==> src/rtl/pipe_ctrl.sv <==
// Pipeline hazard/exception controller: prioritised stall vector, registered flush/redirect.
// Optional perf counters (stall_cycles, flush_count) enabled by defining PIPE_CTRL_PERF_CNT_EN.
module pipe_ctrl #(
  parameter int unsigned FLUSH_CYCLES = 1
) (
  input  logic        clk,
  input  logic        rst,
  input  logic        stallreq_if,
  input  logic        stallreq_id,
  input  logic        stallreq_ex,
  input  logic        stallreq_mem,
  input  logic        excp_valid,
  input  logic [31:0] excp_pc,
  output logic [5:0]  stall,
  output logic        flush,
  output logic [31:0] new_pc,
  output logic [31:0] stall_cycles,
  output logic [15:0] flush_count
);

  typedef enum logic {
    RUN   = 1'b0,
    FLUSH = 1'b1
  } state_t;

  localparam logic [2:0] FLUSH_CNT_INIT = 3'(FLUSH_CYCLES - 1);

  state_t      state, state_nxt;
  logic [2:0]  flush_cnt, flush_cnt_nxt;
  logic        flush_nxt;
  logic [31:0] new_pc_nxt;
  logic        accept;

  always_ff @(posedge clk or negedge rst) begin
    if (!rst) begin
      state     <= RUN;
      flush_cnt <= '0;
      flush     <= 1'b0;
      new_pc    <= '0;
    end else begin
      state     <= state_nxt;
      flush_cnt <= flush_cnt_nxt;
      flush     <= flush_nxt;
      new_pc    <= new_pc_nxt;
    end
  end

  always_comb begin
    state_nxt     = state;
    flush_cnt_nxt = flush_cnt;
    flush_nxt     = flush;
    new_pc_nxt    = new_pc;
    accept        = 1'b0;
    stall         = '0;
    case (state)
      RUN: begin
        // An exception wins over every stall request in the cycle it is taken.
        if (excp_valid) begin
          accept        = 1'b1;
          state_nxt     = FLUSH;
          flush_nxt     = 1'b1;
          new_pc_nxt    = excp_pc;
          flush_cnt_nxt = FLUSH_CNT_INIT;
        end else if (stallreq_mem) begin
          stall = 6'b011111;
        end else if (stallreq_ex) begin
          stall = 6'b001111;
        end else if (stallreq_id) begin
          stall = 6'b000111;
        end else if (stallreq_if) begin
          stall = 6'b000011;
        end
      end
      FLUSH: begin
        if (flush_cnt == '0) begin
          state_nxt  = RUN;
          flush_nxt  = 1'b0;
          new_pc_nxt = '0;
        end else begin
          flush_cnt_nxt = flush_cnt - 3'd1;
        end
      end
      default: begin
        state_nxt = RUN;
      end
    endcase
    if (!rst) begin
      stall  = '0;
      accept = 1'b0;
    end
  end

`ifdef PIPE_CTRL_PERF_CNT_EN
  always_ff @(posedge clk or negedge rst) begin
    if (!rst) begin
      stall_cycles <= '0;
      flush_count  <= '0;
    end else begin
      if ((stall != '0) && (stall_cycles != '1)) begin
        stall_cycles <= stall_cycles + 32'd1;
      end
      if (accept && (flush_count != '1)) begin
        flush_count <= flush_count + 16'd1;
      end
    end
  end
`else
  assign stall_cycles = '0;
  assign flush_count  = '0;
`endif

endmodule

==> config.mk <==
export PLATFORM = sky130hd
export DESIGN_NAME = pipe_ctrl
export DESIGN_NICKNAME = d
export VERILOG_FILES = /design/src/rtl/pipe_ctrl.sv
export SDC_FILE = /design/constraint.sdc
export NUM_CORES = 1
export LEC_CHECK = 0
export ABC_AREA = 1
export ABC_CLOCK_PERIOD_IN_PS = 1400
export BUFFER_PORTS_ARGS = -buffer_cell sky130_fd_sc_hd__buf_4
export CAP_MARGIN = 30
export CORE_MARGIN = 5
export CORE_UTILIZATION = 42
export DETAILED_ROUTE_END_ITERATION = 7
export GPL_TIMING_DRIVEN = 0
export PLACE_DENSITY = 0.79
export SLEW_MARGIN = 40
export SYNTH_ARGS = -nofsm -noshare
export SYNTH_HDL_FRONTEND = slang
export SYNTH_SLANG_ARGS = --single-unit
==> constraint.sdc <==
create_clock -name clk -period 1.4 [get_ports clk]
set_input_delay 0.28 -clock clk [delete_from_list [all_inputs] [get_ports clk]]
set_output_delay 0.28 -clock clk [all_outputs]
set_load 0.05 [all_outputs]
# --- Word-level counts from Yosys, hierarchy flattened ---
# Index checks and enable logic that the tools add are counted.
# Widths: inputs -> output; s select.
totals:
  word_cells: 31
  mem_count: 0
  latchBits: 0
  output_inout_bits: 87
  ram_bits: 0
  romBits: 0
  register_bits: 37
classes:
  n_reduce_logical: 3
  n_mul: 0
  n_eq_ne: 3
  addsub: 1
  muxes: 19
  div: 0
  shift: 0
  bitwise: 1
  magnitude_cmp: 0
op_table:
  columns: ["cell", "n"]
  rows:
  - ["$mux 32", 2]
  - ["$pmux 32 s2", 1]
  - ["$mux 6", 2]
  - ["$mux 5", 2]
  - ["$mux 3", 3]
  - ["$pmux 3 s2", 1]
  - ["$mux 1", 4]
  - ["$mux 4", 1]
  - ["$ne 2x2->1 const B", 2]
  - ["$pmux 1 s2", 2]
  - ["$reduce_and 2->1", 2]
  - ["$logic_not 3->1", 1]
  - ["$sub 3x1->3 const B", 1]
  - ["$mux 2", 1]
  - ["$ne 2x1->1 const B", 1]
  - ["$not 1->1", 1]

# --- Longest topological paths before layout ---
logic_depth:
  depth_word: 7
  depth_mapped: 7
  depth_no_buf: 7

# --- Worst setup path before layout ---
# OpenSTA, ideal clock, no wires.
synth_timing:
  kind: "register to output"
  start: "reg state"
  end: "out stall[2]"
  setup_slack_ns: -0.320
  required_time_ns: 1.120
  path_buffers: 0
  stages_incl_launch_ff: 4
  t_arrival_ns: 1.440
  cell_sequence: "dfrtp_1 > nor2_1 > nand2_1 > a21oi_1"
synth_between:
  elab_chain_cells: 2
synth_rtl:
  columns: ["element", "line_no", "rtl"]
  rows:
  - ["start, declared", "28", "state_t state, state_nxt;"]
  - ["start signal, assigned", "41", "state <= state_nxt;"]
  - ["$mux 6", "55", "case (state)"]
  - ["$mux 6", "87", "if (!rst) begin"]
  - ["end, declared", "14", "output logic [5:0] stall,"]
# No other way between the ends.

# --- Worst setup path after layout ---
layout_timing:
  start: "reg state"
  end: "out stall[1]"
# Same word-level chain as after synthesis.

==> results.py <==
metrics = {
    "die": {
        "die-area_mm2": 0.00618,
        "die_w_um": 78.6,
        "io_pins": 126,
        "core_mm2": 0.00463,
        "rows": 25,
        "initial_core_util_pct": 42.7,
        "die_h_um": 78.6,
    },
    "critical_path": {
        "path_max_fanout": 4,
        "regToRegSetupSlack_ns": 0.12,
        "cp-start-kind": "register",
        "cpPeakStageDelay_ns": 0.40,
        "crit_slowest_cell": "dfrtp_1",
        "cp.arrival_ns": 1.34,
        "cpLargestDelayFamily": "flip-flops",
        "cp.buffers_inverters": 4,
        "critPathRequiredTime_ns": 1.12,
        "path_class": "register to primary output",
        "path_cells": "nor2_2, nand2_2, inv_2, nand2_2, clkinvlp_4, buf_8, buf_8",
        "critPathCaptureType": "primary output",
    },
    "global_routing": {
        "grt_pass1_vias": 1676,
        "met3_usage_pct": 6.08,
        "use_met2_pct": 27.3,
        "grt_first_pass_wirelength_um": 7410,
        "grt_use_met1_pct": 16.2,
        "top_usage_layer": "met2",
        "antenna_found_initial": 0,
        "overflow": 0,
        "grt.total_usage_pct": 15.0,
        "grt_max_degree": 39,
    },
    "placed_design": {
        "placedCellCount": 412,
        "io_buffers": 76,
        "place_congestion": 0.670,
        "dp_slack_ns": -0.258,
        "hpwl_um": 3640,
    },
    "drt": {
        "vias": 1703,
        "wl_per_cell_um": 11.0,
        "drcViolationCount": 0,
        "drtIter0Drc": 40,
        "viasPerCell": 4.02,
        "dr.pass1.iters": 4,
        "routed_wl_um": 4660,
        "ant_nets": 0,
    },
    "logic_synthesis": {
        "synth_top_family_by_area": "simple AND/OR/NAND/NOR gates",
        "synth.distinct_cells": 14,
        "yosys.area.top_type_share_pct": 46.9,
        "synth-xor-area-share_pct": 0,
        "netlist_area_mm2": 0.00198,
        "synth.ff_latch_count": 37,
        "synth_simple_gate_area_share_pct": 25.7,
        "postSynthCellCount": 234,
        "synth_most_common_cell": "nand2_1",
        "synth_edf_count": 0,
        "synth_top_area_cell": "dfrtp_1",
        "avgSynthCellArea_um2": 8.44,
        "async_flop_share_pct": 100,
        "synth.yosys.warnings": 0,
        "synthMuxAreaShare_pct": 0,
        "synth-compound-area-share_pct": 0.507,
        "ys_seq_area_share_pct": 46.9,
        "synthTopCellsByArea": "dfrtp_1 47%, buf_4 21%, nand2_1 15%",
        "synthFlopType": "dfrtp_1",
        "synth_common_cells": "79 x nand2_1, 56 x buf_4, 37 x dfrtp_1, 32 x nand3_1, 11 x inv_1",
        "synthAdderAreaFrac_pct": 1.27,
    },
    "cts": {
        "numCtsBuffers": 5,
        "worstSkewPairLatency_ns": 0.28,
        "cts-root-buf": "clkbuf_8",
        "ctsLongestPathBuffers": 2,
        "clock-sinks": 37,
        "cts_tree": "built",
        "htree_levels": 2,
        "cts.clk_slew.worst_paths_ns": 0.08,
    },
    "final_layout": {
        "drive_above_1_share_pct": 43.0,
        "final_cells": 424,
        "nets": 410,
        "areaGrowthSynthToFinish_pct": 50.4,
        "antenna_cells": 0,
    },
    "status": {
        "status": "finished, violations left",
        "violations": "negative hold slack, negative setup slack",
    },
    "power": {
        "p_leak_nw": 1.82,
        "vdd_drop_max_v": 0.00109,
        "powerDensity_mw_per_mm2": 2270,
        "total_power_w": 0.00676,
    },
    "sta": {
        "fmax_mhz": 619,
        "grt_setup_unrepaired": "yes",
        "period_needed_ns": 1.62,
        "fin_setup_tns_ns": -0.807,
        "finClkSkew_ns": 0.00756,
        "fin_crit_sh_pct": 115,
        "hold_violations": 37,
        "worst_slack_ns": -0.216,
        "hold_ws_ns": -0.116,
        "setup_violations": 5,
        "maxSlewViolCount": 0,
    },
    "worst_hold_path": {
        "hold_class": "input port to async pin",
    },
    "flow_run": {
        "maxCapViolations": 0,
    },
}
layout make-up:
type	count	area (um2)
well taps	54	67.6
inverters	13	52.6
multi-input cells	173	758
flip-flops and latches	37	926
clock inverters	2	10.0
plain buffers	59	462
repair buffers	80	623
clock buffers	6	72.6
fillers	433	1660
path summary, 6_finish.rpt:
path                                   start           end  cells after the start
min in group clk                  excp_pc[2]     new_pc[2]                      3
worst max-delay path                   state      stall[1]                      7
worst min-delay path                     rst  flush_cnt[2]                      1
worst min register to register  flush_cnt[0]  flush_cnt[0]                      2
worst max register to register         state     new_pc[9]                      8
max in group asynchronous                rst    new_pc[22]                      1
worst register-to-register path, delay by kind of cell, from the launching register on:
kind                   cells  cell delay (ns)
buffers and inverters      5             0.62
DFF                        1             0.40
and+or+nand+nor            3             0.20
placed cells by master, fill, tap and decap left out, types with 3 or more instances in the layout:
master and count:
conb_1 49, nand2_1 77, clkbuf_8 5, inv_1 9, inv_2 3, nor2_1 3
nand3_1 32, buf_6 7, dfrtp_1 37, buf_4 130
state kept, by name (all words and copies together), names as in the netlist:
signal / count
new_pc: 32
flush: 1
flush_cnt: 3
state: 1
routing by layer:
layer  routed length [um]  part of all wire (%)
met1                 1700                    37
met2                 2460                    53
met3                  467                    10
met4                   31                  0.67
met5                    0                     0
cell families after synthesis:
group	count (synthesis)
AOI/OAI and AO/OA	2
adders and majority gates	2
buffers and inverters	72
DFF	37
other	1
and+or+nand+nor	120
where the power goes:
part	switching (W)	internal (W)
combinational	0.00295	0.00129
sequential	0.000261	0.00156
clock	0.000354	0.000345
total	0.00356	0.00319
through the flow:
stage	hold WS, ns	utilization, %	area (um2)
3_3_place_gp	0.274	60.9	2820
5_1_grt	-0.0975	64.2	2970
3_5_place_dp	0.277	60.9	2820
6_report	-0.116	64.2	2970
2_1_floorplan	-0.0156	-	2180
4_1_cts	-0.0317	63.3	2930
timing repair:
action | in CTS | in global routing
setup endpoints to repair | 5 | 29
pin swaps | 1 | 1
gates cloned | 0 | 0
setup buffers | 2 | 2
resized for setup | 5 | 6
endpoints found under the hold margin | 37 | 37
Note: power is estimated with default switching activity, not from simulation.
